===== src/rtl/router_pkg.sv =====
// Shared types and defaults for the parametrised router control FSM.
package router_pkg;

    localparam int unsigned DEF_NUM_CH = 3;
    localparam int unsigned DEF_ADDR_W = 2;

    typedef enum logic [3:0] {
        DECODE          = 4'd0,
        LOAD_FIRST      = 4'd1,
        LOAD_DATA       = 4'd2,
        FIFO_FULL       = 4'd3,
        LOAD_AFTER_FULL = 4'd4,
        LOAD_PARITY     = 4'd5,
        CHECK_PARITY    = 4'd6,
        WAIT_EMPTY      = 4'd7,
        DROP            = 4'd8
    } state_e;

    function automatic int unsigned clog2(input int unsigned v);
        int unsigned r;
        r = 0;
        for (int unsigned i = 0; i < 32; i++) begin
            if ((32'd1 << i) < v) r = i + 1;
        end
        return r;
    endfunction

endpackage


===== src/rtl/router_wait_timer.sv =====
// Wait-till-empty timer: clearable, enabled counter with terminal-count flag.
module router_wait_timer #(
    parameter int unsigned WAIT_TIMEOUT = 64,
    parameter int unsigned TMR_W        = 7
) (
    input  logic clk,
    input  logic rst,
    input  logic clr,
    input  logic en,
    output logic tc
);

    logic [TMR_W-1:0] cnt_q, cnt_d;

    assign tc = (cnt_q == TMR_W'(WAIT_TIMEOUT - 1));

    // Counter parks at terminal count; the FSM leaves WAIT_EMPTY there anyway.
    always_comb begin
        cnt_d = cnt_q;
        if (clr)
            cnt_d = '0;
        else if (en && !tc)
            cnt_d = cnt_q + TMR_W'(1);
    end

    always_ff @(posedge clk or posedge rst) begin
        if (rst)
            cnt_q <= '0;
        else
            cnt_q <= cnt_d;
    end

endmodule


===== src/rtl/router_ctrl_fsm_n.sv =====
// Router control FSM for NUM_CH channels: header decode, load, full stall,
// parity, bounded wait-till-empty and drop of unroutable packets.
module router_ctrl_fsm_n
    import router_pkg::*;
#(
    parameter int unsigned NUM_CH       = DEF_NUM_CH,
    parameter int unsigned ADDR_W       = DEF_ADDR_W,
    parameter int unsigned WAIT_TIMEOUT = 64,
    parameter int unsigned TMR_W        = 7
) (
    input  logic              clk,
    input  logic              rst,
    input  logic              pkt_vld,
    input  logic [ADDR_W-1:0] din,
    input  logic [NUM_CH-1:0] empty,
    input  logic [NUM_CH-1:0] soft_rst,
    input  logic              fifo_full,
    input  logic              low_pkt_vld,
    input  logic              parity_done,
    output logic              detect_add,
    output logic              lfd,
    output logic              ld,
    output logic              laf,
    output logic              full,
    output logic              write_enb_reg,
    output logic              rst_int_reg,
    output logic              busy,
    output logic              drop,
    output logic [NUM_CH-1:0] sel_ch,
    output logic              timeout_err
);

    state_e            state_q, state_d;
    logic [ADDR_W-1:0] dest_q, dest_d;
    logic              tmr_tc;
    logic              detect_add_d, lfd_d, ld_d, laf_d, full_d;
    logic              write_enb_reg_d, rst_int_reg_d, busy_d, drop_d;
    logic              timeout_err_d;
    logic [NUM_CH-1:0] sel_ch_d;

    // Out-of-range indices (unroutable header) read as 0 rather than X.
    function automatic logic pick(input logic [NUM_CH-1:0] v, input logic [ADDR_W-1:0] idx);
        logic r;
        r = 1'b0;
        for (int unsigned i = 0; i < NUM_CH; i++) begin
            if (32'(idx) == i) r = v[i];
        end
        return r;
    endfunction

    function automatic logic [NUM_CH-1:0] onehot(input logic [ADDR_W-1:0] idx);
        logic [NUM_CH-1:0] r;
        r = '0;
        for (int unsigned i = 0; i < NUM_CH; i++) begin
            if (32'(idx) == i) r[i] = 1'b1;
        end
        return r;
    endfunction

    router_wait_timer #(
        .WAIT_TIMEOUT (WAIT_TIMEOUT),
        .TMR_W        (TMR_W)
    ) u_wait_timer (
        .clk (clk),
        .rst (rst),
        .clr (state_q != WAIT_EMPTY),
        .en  (state_q == WAIT_EMPTY),
        .tc  (tmr_tc)
    );

    always_comb begin
        state_d = state_q;
        dest_d  = dest_q;
        case (state_q)
            DECODE: begin
                if (pkt_vld) begin
                    dest_d = din;
                    if (32'(din) >= NUM_CH)
                        state_d = DROP;
                    else if (pick(empty, din))
                        state_d = LOAD_FIRST;
                    else
                        state_d = WAIT_EMPTY;
                end
            end
            LOAD_FIRST:   state_d = LOAD_DATA;
            LOAD_DATA: begin
                if (fifo_full && pkt_vld)
                    state_d = FIFO_FULL;
                else if (!fifo_full && !pkt_vld)
                    state_d = LOAD_PARITY;
            end
            FIFO_FULL: begin
                if (!fifo_full) state_d = LOAD_AFTER_FULL;
            end
            LOAD_AFTER_FULL: begin
                if (parity_done)
                    state_d = DECODE;
                else if (low_pkt_vld)
                    state_d = LOAD_PARITY;
                else
                    state_d = LOAD_DATA;
            end
            LOAD_PARITY:  state_d = CHECK_PARITY;
            CHECK_PARITY: state_d = fifo_full ? FIFO_FULL : DECODE;
            WAIT_EMPTY: begin
                if (pick(empty, dest_q))
                    state_d = LOAD_FIRST;
                else if (tmr_tc)
                    state_d = DROP;
            end
            DROP: begin
                if (!pkt_vld) state_d = DECODE;
            end
            default:      state_d = DECODE;
        endcase
        if (state_q != DECODE && pick(soft_rst, dest_q))
            state_d = DECODE;
    end

    // Outputs are registered from the next state so they stay a pure
    // function of the state register while coming straight off flops.
    always_comb begin
        detect_add_d    = (state_d == DECODE);
        lfd_d           = (state_d == LOAD_FIRST);
        ld_d            = (state_d == LOAD_DATA);
        laf_d           = (state_d == LOAD_AFTER_FULL);
        full_d          = (state_d == FIFO_FULL);
        write_enb_reg_d = (state_d == LOAD_DATA) || (state_d == LOAD_PARITY)
                       || (state_d == LOAD_AFTER_FULL);
        rst_int_reg_d   = (state_d == CHECK_PARITY);
        busy_d          = !((state_d == DECODE) || (state_d == LOAD_DATA) || (state_d == DROP));
        drop_d          = (state_d == DROP);
        sel_ch_d        = (state_d == DECODE) ? '0 : onehot(dest_d);
        timeout_err_d   = (state_q == WAIT_EMPTY) && (state_d == DROP);
    end

    always_ff @(posedge clk or posedge rst) begin
        if (rst) begin
            state_q       <= DECODE;
            dest_q        <= '0;
            detect_add    <= 1'b1;
            lfd           <= 1'b0;
            ld            <= 1'b0;
            laf           <= 1'b0;
            full          <= 1'b0;
            write_enb_reg <= 1'b0;
            rst_int_reg   <= 1'b0;
            busy          <= 1'b0;
            drop          <= 1'b0;
            sel_ch        <= '0;
            timeout_err   <= 1'b0;
        end else begin
            state_q       <= state_d;
            dest_q        <= dest_d;
            detect_add    <= detect_add_d;
            lfd           <= lfd_d;
            ld            <= ld_d;
            laf           <= laf_d;
            full          <= full_d;
            write_enb_reg <= write_enb_reg_d;
            rst_int_reg   <= rst_int_reg_d;
            busy          <= busy_d;
            drop          <= drop_d;
            sel_ch        <= sel_ch_d;
            timeout_err   <= timeout_err_d;
        end
    end

endmodule


===== config.mk =====
export PLATFORM = sky130hd
export DESIGN_NAME = router_ctrl_fsm_n
export DESIGN_NICKNAME = d
export VERILOG_FILES = /design/src/rtl/router_pkg.sv /design/src/rtl/router_wait_timer.sv /design/src/rtl/router_ctrl_fsm_n.sv
export SDC_FILE = /design/constraint.sdc
export NUM_CORES = 1
export LEC_CHECK = 0
export ABC_AREA = 1
export CAP_MARGIN = 10
export CORE_ASPECT_RATIO = 0.9
export CORE_MARGIN = 8
export CORE_UTILIZATION = 52
export CTS_CLUSTER_SIZE = 24
export DETAILED_ROUTE_END_ITERATION = 8
export PLACE_DENSITY = 0.9
export RECOVER_POWER = 50
export SETUP_SLACK_MARGIN = 0.1
export SLEW_MARGIN = 20
export SYNTH_ARGS = -nofsm -noshare
export SYNTH_HDL_FRONTEND = slang
export SYNTH_SLANG_ARGS = --single-unit

===== constraint.sdc =====
create_clock -name clk -period 2 [get_ports clk]
set_clock_uncertainty 0.1 [all_clocks]
set_input_delay 0.4 -clock clk [delete_from_list [all_inputs] [get_ports clk]]
set_output_delay 0.4 -clock clk [all_outputs]
set_load 0.02 [all_outputs]

Word level (Yosys, flattened, before mapping)
Cells that the tools add are included.

Eq/ne operators: 23. Reduce and logical (&&, ||, !) cells: 20. Muxes and demuxes: 35. Add/sub/neg operators: 1. Magnitude comparators: 1.

Operators by type and width (count): 4-bit two-way mux (9); 4-bit case mux with 9 select lines (1); 4-bit by 3-bit equality test with 1-bit output, second input constant (7); 4-bit by 2-bit equality test with 1-bit output, second input constant (4); 1-bit two-way mux (16); 7-bit two-way mux (2); 3-bit two-way mux (4); 4-bit by 1-bit equality test with 1-bit output, second input constant (2); 4-bit equality test, second input constant (2); 4-bit logical NOT (2); 7-bit by 1-bit adder with 7-bit output, second input constant (1); 7-bit by 6-bit equality test with 1-bit output, second input constant (1); 2-bit by 1-bit equality test with 1-bit output, second input constant (3); 2-bit equality test, second input constant (3); 2-bit logical NOT (3); 2-bit two-way mux (3); 1-bit logical AND (5); 1-bit logical NOT (4); 1-bit logical OR (4); 4-bit by 3-bit != test with 1-bit output, second input constant (1); 4-bit nonzero test (1); 2-bit >= comparator, second input constant (1); 2-bit nonzero test (1).

Logic and storage cells: 94. Register bits after elaboration: 26. Input port bits: 14. Output and inout port bits: 13.

Longest topological paths before layout
Gate-level depths: netlist (run 1).

Depth in word-level cells: 16. Gate-level depth with buffers: 12. Mapped depth without buffers: 12.

Modules after synthesis
Synthesis (run 1) repeated with hierarchy kept, for this count alone.

Cell total of the unflattened synthesis: 196. Area, all modules: 1478.9 µm².

Modules (own cells, without submodules): router_ctrl_fsm_n (cells an instance 140, area each 1061.0 µm², seq. area each 476.7 µm², instances 1); router_wait_timer (cells an instance 56, area each 417.9 µm², seq. area each 175.2 µm², instances 1).

Least setup slack after synthesis (run 1)
Ideal clock, no wire load.

Kind: reg2reg. From: register u_wait_timer.cnt_q[0]. To: register sel_ch[0]. Library setup time: 0.115 ns. Slack: 0.397 ns. Data arrival time: 1.388 ns. Data required time: 1.785 ns. Cell stages (with the launch flop): 13. Period minus slack after synthesis: 1.603 ns. Buffers on the path: 0. Cells stage by stage: dfrtp_1 -> ha_1 -> inv_2 -> nor2_4 -> nand2_4 -> nand2_1 -> nand2_1 -> nand2_1 -> nand3_2 -> nand2_4 -> nand2_4 -> nor2_8 -> nor2_2.

Longest elaborated chain between the ends: 7.

RTL lines: start, declared (line router_wait_timer.sv:13) `logic [TMR_W-1:0] cnt_q, cnt_d;`; start signal, assigned (line router_wait_timer.sv:30) `cnt_q <= cnt_d;`; 7-bit by 6-bit equality test with 1-bit output (line router_wait_timer.sv:15) `assign tc = (cnt_q == TMR_W'(WAIT_TIMEOUT - 1));`; 4-bit two-way mux (line router_ctrl_fsm_n.sv:109) `else if (tmr_tc)`; 4-bit two-way mux (line router_ctrl_fsm_n.sv:107) `if (pick(empty, dest_q))`; 4-bit case mux with 9 select lines (line router_ctrl_fsm_n.sv:74) `case (state_q)`; 4-bit two-way mux (line router_ctrl_fsm_n.sv:117) `if (state_q != DECODE && pick(soft_rst, dest_q))`; 4-bit logical NOT; via detect_add_d (line router_ctrl_fsm_n.sv:36) `logic detect_add_d, lfd_d, ld_d, laf_d, full_d;`; 3-bit two-way mux (line router_ctrl_fsm_n.sv:134) `sel_ch_d = (state_d == DECODE) ? '0 : onehot(dest_d);`; via sel_ch_d[0] (line router_ctrl_fsm_n.sv:39) `logic [NUM_CH-1:0] sel_ch_d;`; end signal, assigned (line router_ctrl_fsm_n.sv:165) `sel_ch <= sel_ch_d;`; end, declared (line router_ctrl_fsm_n.sv:29) `output logic [NUM_CH-1:0] sel_ch,`.

The timed path passes the listed nets, and every way through them passes these cells. A chain may end at the register's enable or synchronous reset.

Worst setup path in the final report (run 1)
From: register ld. To: output port ld.

RTL lines: start, declared (line router_ctrl_fsm_n.sv:22) `output logic ld,`; start signal, assigned (line router_ctrl_fsm_n.sv:158) `ld <= ld_d;`.

No word-level cell between the ends.

==> results.cfg, run 1 <==
[sta]
setup_viol = 0
finalWorstSetupSlack_ps = 159
hold_viol = 0
finalMaxSlewViolations = 0
fin_hold_ws_ps = 432
tightest_slew_ps = 649
finalCriticalPeriod_ps = 1840
fmax_mhz = 543
rsz0062_at_grt = false
slew_headroom_pct = 56.7
min_period_over_period_pct = 92.1

[yosys]
syn_area_um2 = 1540
yosysWarnings = 0
synth_xor_area_share_pct = 0.567
synth.area.top_cells = dfrtp_1 41%, nand2_1 7.3%, nand3_1 5.5%
synth_top_area_share_pct = 40.5
synth_edf_count = 0
synth-simple-area-share_pct = 41.5
ys_types = 30
synthMuxAreaShare_pct = 0
synth_area_per_cell_um2 = 8.67
synth_area_leader_cell = dfrtp_1
synth_top_family_by_area = simple AND/OR/NAND/NOR gates
synth_fa_ha_area_share_pct = 0.810
synthArstFlopShare_pct = 100
synth_compound_area_share_pct = 6.56
synthFlopType = dfrtp_1
netlist_instances = 178
ys_ff_latch = 26
synth_nets = 193
seq_area_frac_synth_pct = 42.2

[pwr]
ir_drop_mv = 0.959
power.share.switching_pct = 44.4
power.leakage_nw = 1.03
internal_power_w = 0.00151
p_seq_share_pct = 28.4
p_per_area_nw_per_um2 = 1370
p_total_w = 0.00271
p_clk_share_pct = 14.0
switching_power_w = 0.00120
p_comb_share_pct = 57.6

[cells_and_area]
largest_reg_flops = 7
max_flop_register = u_wait_timer.cnt_q
drive_above_1_share_pct = 30.4
antennaDiodeCount = 0
fin_util_pct = 71.0
nNetsFinal = 233
top_regs = u_wait_timer.cnt_q x7, state_q x4, sel_ch x3
area_growth_pct = 28.4

[cts]
root_buffer = clkbuf_4
ctsHoldBuffers = 0
clockBufferDepth = 2
insertion_delay_ps = 340
clkTransAtPathRegs_ps = 160
cts_sinks = 26
cts_tree = done
numCtsBuffers = 3
cts_htree_levels = 1
postCtsSetupBuffers = 0

[global_routing]
antenna_found_initial = 0
first_global_vias = 1377
grt_usage_pct = 15.9
overflow = 0
grt_max_degree = 27
grt_pass1_wl_mm = 6.16

[worst_setup_path]
cpMaxStageDelayCell = clkdlybuf4s50_1
critPathCaptureType = output pin
path_cells = clkdlybuf4s50_1
cp.buffers_inverters = 1
path_class = register to output pin
timing.rr.end = full
worstPathArrival_ps = 1340
reg2reg_depth = 9
critPathRequiredTime_ps = 1500
critPathLaunch = ld
cp_top_family = buffers and inverters
reg2reg_from = state_q[0]
reg2reg_slack_ps = 180
cp_slowest_stage_delay_ps = 620
timing.critical_path.fanout_max = 1
cp-start-kind = register

[floorplan]
dieHeight_um = 67.7
fp.dieArea_um2 = 4970
chipWidth_um = 73.4
core_area_um2 = 2790
rows = 18
start_util_pct = 55.3
pin_count = 27

[drt]
first_iter_violations = 117
drtPass1Iterations = 4
post_drt_wl_per_cell_um = 14.1
wl_mm = 3.63
final_antenna_net_count = 0
vias_per_cell = 5.08
via_count = 1305
drc = 0

[worst_hold_path]
hp-start = u_wait_timer.cnt_q[2]
min_path_cells = 1
min_to = u_wait_timer.cnt_q[2]
holdCritPathClass = register to register

[flow_run]
cap_violations = 0

[outcome]
status = complete, no violations

[placed_design]
place_congestion = 0.899
place_ws_ps = -155
dp_hpwl_mm = 2.83
io_buffer_count = 26
==> layout make-up <==
type | count | area (µm²)
Timing Repair Buffer | 36 | 334
Fill cell | 218 | 811
Sequential cell | 26 | 652
Multi-Input combinational cell | 121 | 776
Clock inverter | 1 | 30.0
Inverter | 30 | 118
Clock buffer | 3 | 22.5
Tap cell | 40 | 50.0
==> worst max-delay path by stage <==
stage               cells past startpoint  slack, ps        end
finish                                  1        160         ld
global route                           12        110       busy
CTS                                     1        170         ld
detailed placement                     12       -150  sel_ch[1]
global placement                       12        -70  sel_ch[1]
floorplan                              12        400  sel_ch[0]
==> cell usage in the layout (no fill, tap or decap), types with 3 or more instances in the layout <==
cell type	netlist	layout
buf_4	0	9
dfrtp_1	25	25
nor3_2	3	3
nand3_2	5	5
nand2_1	30	30
nor2_4	5	5
clkbuf_4	0	3
inv_1	19	20
nor2_2	11	11
o21ai_0	4	4
clkdlybuf4s50_1	0	23
nand2_2	5	5
nand3_1	17	17
nand2_4	7	7
a21oi_1	6	6
nor2_1	15	15
inv_2	10	9
==> per-stage QoR <==
stage / instances / cell area (µm²) / setup TNS [ps]
floorplan: 178 / 1540 / 0
global placement: 253 / 1920 / -313
detailed placement: 253 / 1920 / -848
global route: 257 / 1980 / 0
finish: 257 / 1980 / 0
CTS: 257 / 1970 / 0
==> metal layers <==
metal,track usage [%],part of all wire [%]
met1,18.3,43
met2,27.8,49
met3,2.37,5.5
met4,8.96,2.5
met5,0,0
==> power by group through the flow <==
stage | clock network [W] | registers [W] | logic, W
after detailed placement | 0 | 0.000782 | 0.00157
after floorplan | 0 | 0.000857 | 0.000987
after CTS | 0.000376 | 0.000769 | 0.00157
final | 0.000379 | 0.000771 | 0.00156
after global placement | 0 | 0.000775 | 0.00152
after global routing | 0.000387 | 0.000790 | 0.00170
==> cells in the mapped netlist, types with 4 or more instances <==
master	number
inv_2	10
nor2_1	15
nor2_2	11
nand3_1	17
inv_1	19
nand2_2	5
a21oi_1	6
o21ai_0	4
dfrtp_1	25
nand3_2	5
nand2_4	7
nand2_1	30
nor2_4	5
==> logic make-up after synthesis <==
logic type	count (synthesis)
compound gates	16
xor+xnor	1
fa+ha+maj	1
buf+inv	31
flops	26
simple gates	103
==> repair_timing <==
item | 4_1_cts | 5_1_grt
endpoints found under the setup margin | 1 | 5
hold endpoints to repair | 0 | 0
resized for setup | 1 | 3
gates cloned | 0 | 0
Power figures use the tool's default switching activity.
==> run 2, diff against run 1 <==
CORE_UTILIZATION = 45   (was 52)
PLACE_DENSITY = 0.72   (was 0.9)
==> run 2 against run 1 <==
Core utilization fell by 11 points. Hold slack got worse by 25 ps. Design area rose by 1.1%. Clock-buffer cell count did not move. Global-route usage fell by 3.6 points. Via count fell by 2.9%. Sequential share of layout area fell by 0.35 points. Total power fell by 1.3%. Cell count rose by 1.6%. Critical endpoint is now busy.
==> results.cfg, run 2 (synthesized netlist as in run 1, its figures left out) <==
[cts]
root_buffer = clkbuf_8
clockBufferDepth = 2
ctsHoldBuffers = 0
cts_sinks = 26
insertion_delay_ps = 270
cts_htree_levels = 1
numCtsBuffers = 3
clkTransAtPathRegs_ps = 90
cts_tree = done

[worst_setup_path]
reg2reg_from = u_wait_timer.cnt_q[1]
cp_slowest_stage_delay_ps = 540
reg2reg_slack_ps = 250
cp.buffers_inverters = 3
cp_top_family = buffers and inverters
cp-start-kind = input port
critPathLaunch = pkt_vld
path_depth = 10
timing.critical_path.fanout_max = 4
critPathRequiredTime_ps = 2110
worstPathArrival_ps = 1880
critPathCaptureType = register
timing.rr.end = busy
reg2reg_depth = 12
path_class = input port to register
cpMaxStageDelayCell = clkdlybuf4s50_1
path_cells = clkdlybuf4s50_1 -> buf_4 -> nand4_4 -> inv_2 -> nand2_2 -> nand3_2 -> nand2_2 -> nand2_4 -> nor2_2 -> nor2_2

[drt]
drc = 0
vias_per_cell = 4.85
post_drt_wl_per_cell_um = 12.3
wl_mm = 3.21
drtPass1Iterations = 4
final_antenna_net_count = 0
via_count = 1267
first_iter_violations = 62

[floorplan]
pin_count = 27
chipWidth_um = 77.7
start_util_pct = 46.4
rows = 20
fp.dieArea_um2 = 5560
dieHeight_um = 71.6
core_area_um2 = 3330

[placed_design]
io_buffer_count = 26
dp_hpwl_mm = 2.60
place_congestion = 0.825

[global_routing]
antenna_found_initial = 0
grt_pass1_wl_mm = 5.66
grt_usage_pct = 12.3
grt_max_degree = 27
first_global_vias = 1292
overflow = 0

[sta]
min_period_over_period_pct = 88.7
finalCriticalPeriod_ps = 1770
setup_viol = 0
setup_tns_ps = 0
finalMaxSlewViolations = 0
slew_headroom_pct = 56.8
hold_viol = 0
rsz0062_at_grt = false
fmax_mhz = 564
tightest_slew_ps = 648

[worst_hold_path]
min_path_cells = 1
min_to = u_wait_timer.cnt_q[2]
holdCritPathClass = register to register
hp-start = u_wait_timer.cnt_q[2]

[pwr]
p_clk_share_pct = 16.3
p_per_area_nw_per_um2 = 1340
p_comb_share_pct = 54.9
ir_drop_mv = 0.763
switching_power_w = 0.00115
p_seq_share_pct = 28.8
internal_power_w = 0.00152
power.share.switching_pct = 43.1
power.leakage_nw = 1.03

[outcome]
status = complete, no violations

[cells_and_area]
largest_reg_flops = 7
mostFrequentLayoutCells = 30 x nand2_1, 25 x dfrtp_1, 24 x clkdlybuf4s50_1
nNetsFinal = 233
drive_above_1_share_pct = 30.4
final_common_cell = nand2_1
fin_util_pct = 60.2
area_growth_pct = 29.7
antennaDiodeCount = 0
max_flop_register = u_wait_timer.cnt_q
top_regs = u_wait_timer.cnt_q x7, state_q x4, sel_ch x3

[flow_run]
cap_violations = 0
==> run 2: changes by cell type in the layout (fill, tap and decap cells not counted), sizes merged <==
cell           change
clkdlybuf4s50      +1
dlymetal6s2s       -1
==> run 2: how the worst max path moves through the flow <==
stage          slack, ps         to
2_1_floorplan        400  sel_ch[0]
3_3_place_gp          -5  sel_ch[0]
3_5_place_dp         -40       busy
4_1_cts              210       busy
5_1_grt               90       busy
6_report             230       busy
==> run 2: what timing repair did <==
action                                  CTS  global route
buffers inserted                          0             3
gates resized for setup                   1             2
pin swaps                                 0             1
endpoints found under the setup margin    1             3
==> run 2: area by class of cell <==
| class | instances | area (µm²) |
|---|---|---|
| Clock buffer | 3 | 41.3 |
| Clock inverter | 1 | 30.0 |
| Fill cell | 290 | 1330 |
| Inverter | 30 | 118 |
| Multi-Input combinational cell | 121 | 776 |
| Sequential cell | 26 | 652 |
| Tap cell | 44 | 55.1 |
| Timing Repair Buffer | 36 | 332 |
==> run 2: routing by layer <==
layer,up-vias,GRT usage [%],part of all wire [%]
li1,637,-,-
met1,592,14.9,47
met2,33,20.0,47
met3,5,2.38,4.2
met4,0,6.90,2.1
met5,-,0,0
==> run 2: power by group through the flow <==
stage / clock, W / sequential, W / combinational [W]
final: 0.000437 / 0.000771 / 0.00147
after global routing: 0.000468 / 0.000791 / 0.00163
after CTS: 0.000443 / 0.000771 / 0.00149
after detailed placement: 0 / 0.000783 / 0.00149
after global placement: 0 / 0.000773 / 0.00146
after floorplan: 0 / 0.000857 / 0.000987
==> run 2: metrics by stage <==
stage	total power, W	instances	hold WS, ps	worst slack (ps)	cell area, µm²
2_1_floorplan	0.00184	178	339	397	1540
3_3_place_gp	0.00223	254	372	-4.76	1900
3_5_place_dp	0.00227	254	393	-42.1	1900
4_1_cts	0.00271	258	379	214	1970
5_1_grt	0.00288	261	442	95.0	2000
6_report	0.00268	261	408	226	2000
==> run 3, diff against run 2 <==
clock period = 2.2 ns   (was 2 ns; I/O delays follow)
==> run 3 against run 2 <==
Core utilization is 2.8 points lower. Design area is 4.6% lower. Via count is 2.5% lower. Critical path type is now register to output pin. Setup slack better by 39 ps. Cell count is 3.1% lower. Critical endpoint is now detect_add. Sequential share of layout area is 1.6 points higher. Combinational power is 14% lower. Largest cell class unchanged. Sequential cell count stayed put.
==> results.cfg, run 3 (synthesized netlist as in run 1, its figures left out) <==
[pwr]
p_per_area_nw_per_um2 = 1190
power.leakage_nw = 0.981
p_total_w = 0.00228
ir_drop_mv = 0.646

[worst_setup_path]
cp-start-kind = register
cp.buffers_inverters = 1
path_class = register to output pin
cp_slowest_stage_delay_ps = 600
cp_top_family = buffers and inverters
path_cells = clkdlybuf4s50_1
cpMaxStageDelayCell = clkdlybuf4s50_1
worstPathArrival_ps = 1390
critPathCaptureType = output pin
timing.critical_path.fanout_max = 1
critPathRequiredTime_ps = 1660

[placed_design]
dp_hpwl_mm = 2.57
io_buffer_count = 26
place_congestion = 0.785

[drt]
final_antenna_net_count = 0
vias_per_cell = 4.88
drtPass1Iterations = 5
wl_mm = 3.15
drc = 0
post_drt_wl_per_cell_um = 12.4
via_count = 1235
first_iter_violations = 58

[sta]
min_period_over_period_pct = 87.9
slew_headroom_pct = 75.0
hold_viol = 0
setup_tns_ps = 0
finalMaxSlewViolations = 0
setup_viol = 0
finalCriticalPeriod_ps = 1930
tightest_slew_ps = 374
rsz0062_at_grt = false
fmax_mhz = 517

[cells_and_area]
top_regs = u_wait_timer.cnt_q x7, state_q x4, sel_ch x3
n_fill_cell = 304
final_common_cell = nand2_1
multiInputGateArea_um2 = 756
area_growth_pct = 23.7
nNetsFinal = 225
antennaDiodeCount = 0
drive_above_1_share_pct = 26.3
largest_reg_flops = 7
regArea_um2 = 652
mostFrequentLayoutCells = 31 x nand2_1, 25 x dfrtp_1, 25 x clkdlybuf4s50_1
max_flop_register = u_wait_timer.cnt_q

[floorplan]
core_area_um2 = 3330
chipWidth_um = 77.7
fp.dieArea_um2 = 5560
rows = 20
start_util_pct = 46.4
dieHeight_um = 71.6
pin_count = 27

[cts]
clkTransAtPathRegs_ps = 90
ctsHoldBuffers = 0
cts_tree = done
root_buffer = clkbuf_8
cts_htree_levels = 1
insertion_delay_ps = 270
cts_resized = 0
clockBufferDepth = 2
postCtsSetupBuffers = 0
cts_sinks = 26
numCtsBuffers = 3

[global_routing]
overflow = 0
grt_max_degree = 27
first_global_vias = 1245
antenna_found_initial = 0
grt_usage_pct = 11.9
grt_pass1_wl_mm = 5.56

[worst_hold_path]
holdCritPathClass = register to register

[flow_run]
cap_violations = 0

[outcome]
status = complete, no violations
==> run 3: where the power goes <==
part           switching (W)  total [W]  internal, W
clock               0.000149   0.000309     0.000160
combinational       0.000784    0.00127     0.000482
sequential         0.0000940   0.000703     0.000609
==> run 3: final cells by class <==
| type | count | share of cell area, % |
|---|---|---|
| Sequential cell | 26 | 34.1 |
| Tap cell | 44 | 2.88 |
| Clock buffer | 4 | 2.88 |
| Inverter | 30 | 6.16 |
| Timing Repair Buffer | 28 | 14.4 |
| Multi-Input combinational cell | 121 | 39.6 |
==> run 3: per-layer routing <==
layer / GRT usage [%] / vias to the layer above / wire [µm]
met3: 3.50 / 8 / 190
met5: 0 / - / 0
met1: 15.4 / 559 / 1460
li1: - / 626 / -
met2: 18.4 / 42 / 1440
met4: 4.39 / 0 / 55
==> run 3: path summary, 6_finish.rpt <==
check                                            from                     to  slack [ps]  depth (start not counted)
worst max-delay path                       detect_add             detect_add         270                          1
worst min-delay path            u_wait_timer.cnt_q[3]  u_wait_timer.cnt_q[3]         390                          1
worst max register to register  u_wait_timer.cnt_q[0]              sel_ch[1]         320                         11
worst min register to register  u_wait_timer.cnt_q[3]  u_wait_timer.cnt_q[3]         390                          1
max in group asynchronous                         rst             detect_add        1150                          3
min in group asynchronous                         rst              sel_ch[2]         550                          3
==> run 3: per-stage QoR <==
| step | hold slack (ps) | cells | setup WS [ps] | util (%) | area [µm²] |
|---|---|---|---|---|---|
| after floorplan | 355 | 178 | 597 | - | 1540 |
| after global placement | 373 | 249 | 131 | 56.0 | 1860 |
| after detailed placement | 379 | 249 | 75.9 | 56.0 | 1860 |
| after CTS | 389 | 253 | 252 | 57.6 | 1920 |
| after global routing | 428 | 253 | 211 | 57.4 | 1910 |
| final | 391 | 253 | 265 | 57.4 | 1910 |
==> RTL change 1 (flow settings as in run 2) <==
Set the package constant `DEF_NUM_CH` to 5 (it was 3).
--- a/src/rtl/router_pkg.sv
+++ b/src/rtl/router_pkg.sv
@@ -1,7 +1,7 @@
 // Shared types and defaults for the parametrised router control FSM.
 package router_pkg;
 
-    localparam int unsigned DEF_NUM_CH = 3;
+    localparam int unsigned DEF_NUM_CH = 5;
     localparam int unsigned DEF_ADDR_W = 2;
 
     typedef enum logic [3:0] {
Ports: changed (resized empty, sel_ch and soft_rst); port bits go from 27 to 33. No check against the original RTL was run, so the function may have changed too.
==> RTL change 1 against run 2 <==
  * Cell area is 2.3% lower
  * Hold slack worse by 0.0019 ns
  * Area after synthesis fell by 3.2%
  * Largest cell class unchanged
  * Non-clock buffer count rose by 2
  * Sequential cell count rose by 1
  * Total power down 7.9%
  * Via count decreased by 2.4%
  * Wire length down 8.6%
  * Setup slack better by 0.0011 ns
  * First-iteration DRC count decreased by 24%
==> RTL change 1: results (changes against run 2) <==
\begin{tabular}{lr}
\hline
Metric & Value \\
\hline
\multicolumn{2}{l}{\textbf{Hold path}} \\
Hold endpoint & u\_wait\_timer.cnt\_q[5] \\
Min-delay src & u\_wait\_timer.cnt\_q[5] \\
\multicolumn{2}{l}{\textbf{Logic synthesis}} \\
Count of cell types in the netlist & 28 (-6.7\%) \\
Adder-Cell Fraction of Synth Area & 0.008368 (+0.0002645) \\
Largest cells by area after synthesis & dfrtp\_1 44\%, nand2\_1 9.5\%, nand3\_1 6.4\%, inv\_1 6.0\%, nor2\_1 3.8\% \\
Flops \& latches, synth & 27 (+3.8\%) \\
Post-synth top cells & 38 x nand2\_1, 26 x dfrtp\_1, 24 x inv\_1 \\
Post-synth net total & 204 (+5.7\%) \\
Compound-Gate Fraction of Synth Area & 0.08033 (+0.01469) \\
Sequential area share after synthesis & 0.4527 (+0.03052) \\
\multicolumn{2}{l}{\textbf{Status}} \\
Outcome & completed \\
\multicolumn{2}{l}{\textbf{Routing}} \\
First-pass iteration count of the detailed router & 4 (unchanged) \\
Wire length on met1 & 1448 µm (-3.1\%) \\
Starting DRT DRC Count & 47 (-24\%) \\
Routed length on met2 & 1316 µm (-13\%) \\
Vias per cell & 4.578 (-5.7\%) \\
Met3 routed wirelength & 110 µm (-18\%) \\
\multicolumn{2}{l}{\textbf{Global routing}} \\
Vias in the first global route & 1,224 (-5.3\%) \\
Global-route wire length before repair & 5257 µm (-7.1\%) \\
Maximum number of pins on one net before global-route repair & 18 (-33\%) \\
\multicolumn{2}{l}{\textbf{Final layout}} \\
Repair and plain buffers & 38 (+5.6\%) \\
Fill cells & 285 (-1.7\%) \\
Area occupied by multi-input gates & 699.4 µm² (-9.8\%) \\
Largest registers & u\_wait\_timer.cnt\_q (7), sel\_ch (4), state\_q (4) \\
Proportion of cell area spent on the clock network & 0.02494 (-0.01067) \\
Share of final-layout standard cells stronger than drive strength 1 & 0.2124 (-0.09176) \\
Number of standard cells in the layout, taps in and fillers out & 270 (+3.4\%) \\
Multi-input gates & 127 (+5.0\%) \\
Layout net count & 246 (+5.6\%) \\
\multicolumn{2}{l}{\textbf{Timing}} \\
Slew headroom & 0.5015 (-0.06656) \\
\multicolumn{2}{l}{\textbf{Worst setup path}} \\
Peak fanout along the critical path & 5 (+1) \\
Category of the critical setup timing path & reg2reg \\
Worst setup path start & u\_wait\_timer.cnt\_q[0] \\
Family with the most delay on the worst path & simple AND/OR/NAND/NOR gates \\
Worst R2R End & sel\_ch[1] \\
Delay of the slowest critical-path stage & 0.38 ns (-0.16 ns) \\
Max stage delay cell, worst path & dfrtp\_1 \\
Arrival @ worst endpoint & 1.85 ns (-0.03 ns) \\
\multicolumn{2}{l}{\textbf{Placed design}} \\
GP Congestion & 0.8311 (+0.70\%) \\
Port Buffers & 29 (+12\%) \\
Placed instance count & 264 (+3.9\%) \\
HPWL after detailed placement & 2427 µm (-6.6\%) \\
\hline
\end{tabular}
==> RTL change 1: what timing repair did <==
action	CTS	global route
setup buffers	0	2
setup endpoints to repair	1	7
pin swaps	0	3
resized for setup	1	6
==> RTL change 1: metrics by stage <==
stage,setup slack [ns],utilization,hold slack [ns],instance area [µm²]
5_1_grt,0.06820,0.5969,0.4456,1957
4_1_cts,0.1850,0.5935,0.3356,1946
2_1_floorplan,0.3399,-,0.3520,1495
3_3_place_gp,-0.08950,0.5790,0.3893,1898
3_5_place_dp,-0.07894,0.5790,0.3846,1898
6_report,0.2273,0.5969,0.4059,1957
==> RTL change 1: power breakdown <==
part / switching, W / internal (W) / leakage [nW]
Sequential: 0.0000942 / 0.000693 / 0.357
Clock: 0.000172 / 0.000142 / 0.0217
Combinational: 0.000820 / 0.000544 / 0.607
Total: 0.00109 / 0.00138 / 0.986
==> RTL change 1: metal layers <==
metal  global-route usage  up-vias
met5                    0        -
met4              0.06183        0
met3              0.02532        5
met2               0.1800       24
met1               0.1480      546
li1                     -      661
==> RTL change 2 (flow settings as in run 2) <==
Without the edit above. Re-encode `state_e` (9 states) as one-hot, 9 bits wide.
--- a/src/rtl/router_pkg.sv
+++ b/src/rtl/router_pkg.sv
@@ -4,16 +4,16 @@
     localparam int unsigned DEF_NUM_CH = 3;
     localparam int unsigned DEF_ADDR_W = 2;
 
-    typedef enum logic [3:0] {
-        DECODE          = 4'd0,
-        LOAD_FIRST      = 4'd1,
-        LOAD_DATA       = 4'd2,
-        FIFO_FULL       = 4'd3,
-        LOAD_AFTER_FULL = 4'd4,
-        LOAD_PARITY     = 4'd5,
-        CHECK_PARITY    = 4'd6,
-        WAIT_EMPTY      = 4'd7,
-        DROP            = 4'd8
+    typedef enum logic [8:0] {
+        DECODE          = 9'b000000001,
+        LOAD_FIRST      = 9'b000000010,
+        LOAD_DATA       = 9'b000000100,
+        FIFO_FULL       = 9'b000001000,
+        LOAD_AFTER_FULL = 9'b000010000,
+        LOAD_PARITY     = 9'b000100000,
+        CHECK_PARITY    = 9'b001000000,
+        WAIT_EMPTY      = 9'b010000000,
+        DROP            = 9'b100000000
     } state_e;
 
     function automatic int unsigned clog2(input int unsigned v);
Formal check against the unedited RTL: no difference found for any inputs over 10 cycles, from zero or initial values and one cycle with rst high; not proved beyond that.
==> RTL change 2 against run 2 <==
  * Sequential cell count up 5
  * Area after synthesis grew 19%
  * Wire length grew 28%
  * Total power decreased by 10%
  * Critical endpoint is now write_enb_reg
  * Setup slack better by 0.0097 ns
  * Synthesized cell count grew 40%
  * Maximum frequency up 0.55%
  * Hold slack gained 0.019 ns
  * Combinational power shrank 25%
  * Sequential share of layout area up 1.6 points
  * Cell area increased by 14%
==> RTL change 2: results (changes against run 2) <==
\begin{tabular}{lr}
\hline
Metric & Value \\
\hline
\multicolumn{2}{l}{\textbf{Logic synthesis}} \\
Largest cells by area after synthesis & dfrtp\_1 40\%, nand3\_1 9.8\%, inv\_1 9.4\%, nor2\_1 7.6\%, nand2\_1 7.0\% \\
Sequential area share after synthesis & 0.4243 (+0.002080) \\
Ys flop type & dfrtp\_1 \\
Synth Instances & 249 (+40\%) \\
Post-synth net total & 264 (+37\%) \\
Count of cell types in the netlist & 25 (-17\%) \\
Share of synthesized registers carrying an async set or reset & 1.000 (unchanged) \\
Synthesis Warnings & 0 (unchanged) \\
Post-synth top cells & 46 x inv\_1, 37 x nor2\_1, 36 x nand3\_1 \\
\multicolumn{2}{l}{\textbf{Power and ir drop}} \\
Sw Share & 0.4313 (+0.0006804) \\
Lkg Pwr & 1.206 nW (+17\%) \\
Largest voltage drop on the vdd net & 0.6324 mV (-17\%) \\
\multicolumn{2}{l}{\textbf{Global routing}} \\
Antenna violations before repair & 0 (unchanged) \\
Aggregate global-route resource usage & 0.1354 (+0.01237) \\
Global-route wire length before repair & 7176 µm (+27\%) \\
Vias in the first global route & 1,570 (+22\%) \\
Maximum number of pins on one net before global-route repair & 32 (+19\%) \\
\multicolumn{2}{l}{\textbf{Routing}} \\
Total length of routed wires & 4117 µm (+28\%) \\
Vias per cell & 4.943 (+1.8\%) \\
First-pass iteration count of the detailed router & 4 (unchanged) \\
Starting DRT DRC Count & 111 (+79\%) \\
Via count & 1,661 (+31\%) \\
\multicolumn{2}{l}{\textbf{Final layout}} \\
Diode insertion count for antenna repair & 0 (unchanged) \\
Largest registers & state\_q (9), u\_wait\_timer.cnt\_q (7), sel\_ch (3) \\
Layout net count & 302 (+30\%) \\
Share of final-layout standard cells stronger than drive strength 1 & 0.1424 (-0.1618) \\
Fill cells & 368 (+27\%) \\
\multicolumn{2}{l}{\textbf{Clock tree}} \\
Number of CTS-inserted buffers & 5 (+2) \\
CTS Root Buffer Type & clkbuf\_8 \\
Clock edge transition at the registers on the reported setup and hold paths & 0.07 ns (-0.02 ns) \\
Clock Latency Late Sink & $\sim$0.28 ns \\
H-tree levels & 2 (+1) \\
Clock Path Buffers & 2 (unchanged) \\
\multicolumn{2}{l}{\textbf{Placed design}} \\
Placed instance count & 323 (+27\%) \\
Port Buffers & 26 (unchanged) \\
GP Congestion & 0.9145 (+11\%) \\
HPWL after detailed placement & 3233 µm (+24\%) \\
Worst slack, placed & 0.01118 ns (+0.05332 ns) \\
\multicolumn{2}{l}{\textbf{Worst setup path}} \\
Peak fanout along the critical path & 7 (+3) \\
Arrival @ worst endpoint & 1.88 ns (about the same) \\
Max stage delay cell, worst path & dfrtp\_1 \\
Delay of the slowest critical-path stage & 0.41 ns (-0.13 ns) \\
\multicolumn{2}{l}{\textbf{Status}} \\
Outcome & completed \\
\multicolumn{2}{l}{\textbf{Hold path}} \\
Classification of the worst-slack hold path & reg2reg \\
\multicolumn{2}{l}{\textbf{Timing}} \\
Slew headroom & 0.4979 (-0.07013) \\
\hline
\end{tabular}
## RTL change 2: layout make-up
cell class,count,area [µm²],share of cell area
Clock buffer,6,72.57,0.03182
Tap cell,48,60.06,0.02633
Multi-Input combinational cell,164,849.6,0.3725
Sequential cell,31,779.5,0.3417
Timing Repair Buffer,33,309.0,0.1355
Inverter,52,197.7,0.08667
Clock inverter,2,12.51,0.005485
## RTL change 2: timing repair
| action | CTS | global route |
|---|---|---|
| resized for setup | 1 | 7 |
| buffers inserted | 0 | 5 |
| endpoints found under the setup margin | 1 | 14 |
| pin swaps | 0 | 2 |
## RTL change 2: stage by stage
stage	hold slack [ns]	util	instance area [µm²]
global route	0.4529	0.5715	2281
CTS	0.4002	0.5605	2237
floorplan	0.3750	-	1834
finish	0.4264	0.5715	2281
global placement	0.3902	0.5395	2153
detailed placement	0.4143	0.5395	2153
## RTL change 2: path summary, 6_finish.rpt
path                                       start                     to  slack, ns  cells after the start
max                        u_wait_timer.cnt_q[0]          write_enb_reg       0.24                     10
min                        u_wait_timer.cnt_q[6]  u_wait_timer.cnt_q[6]       0.43                      2
max reg2reg                u_wait_timer.cnt_q[0]          write_enb_reg       0.24                     10
min reg2reg                u_wait_timer.cnt_q[6]  u_wait_timer.cnt_q[6]       0.43                      2
max in group asynchronous                    rst             state_q[5]       0.61                      3
min in group asynchronous                    rst              sel_ch[2]       0.66                      3
## RTL change 2: cells by family after synthesis
kind of cell | after synthesis | share of synthesized area
DFF | 31 | 0.4243
adders and majority gates | 1 | 0.006820
and+or+nand+nor | 142 | 0.3888
AOI/OAI and AO/OA | 21 | 0.06481
buffers and inverters | 54 | 0.1153
## RTL change 2: power groups by stage
| stage | clock network, W | logic (W) | registers, W |
|---|---|---|---|
| after global routing | 0.000511 | 0.00124 | 0.000829 |
| after global placement | 0 | 0.00109 | 0.000833 |
| after detailed placement | 0 | 0.00109 | 0.000831 |
| final | 0.000480 | 0.00110 | 0.000821 |
| after CTS | 0.000492 | 0.00109 | 0.000821 |
| after floorplan | 0 | 0.000743 | 0.000876 |
## RTL change 2: critical path: cells and delay by family, from the launching register on
family | cells | cell delay (ns)
flops | 1 | 0.41
simple gates | 8 | 0.92
buf+inv | 1 | 0.06
fa+ha+maj | 1 | 0.22
## RTL change 2: per-layer routing
| layer | wire length, µm | share of wire | GRT usage |
|---|---|---|---|
| met5 | 0 | 0 | 0 |
| met3 | 259 | 0.063 | 0.03953 |
| met4 | 50 | 0.012 | 0.04737 |
| met2 | 1833 | 0.45 | 0.2082 |
| met1 | 1975 | 0.48 | 0.1749 |
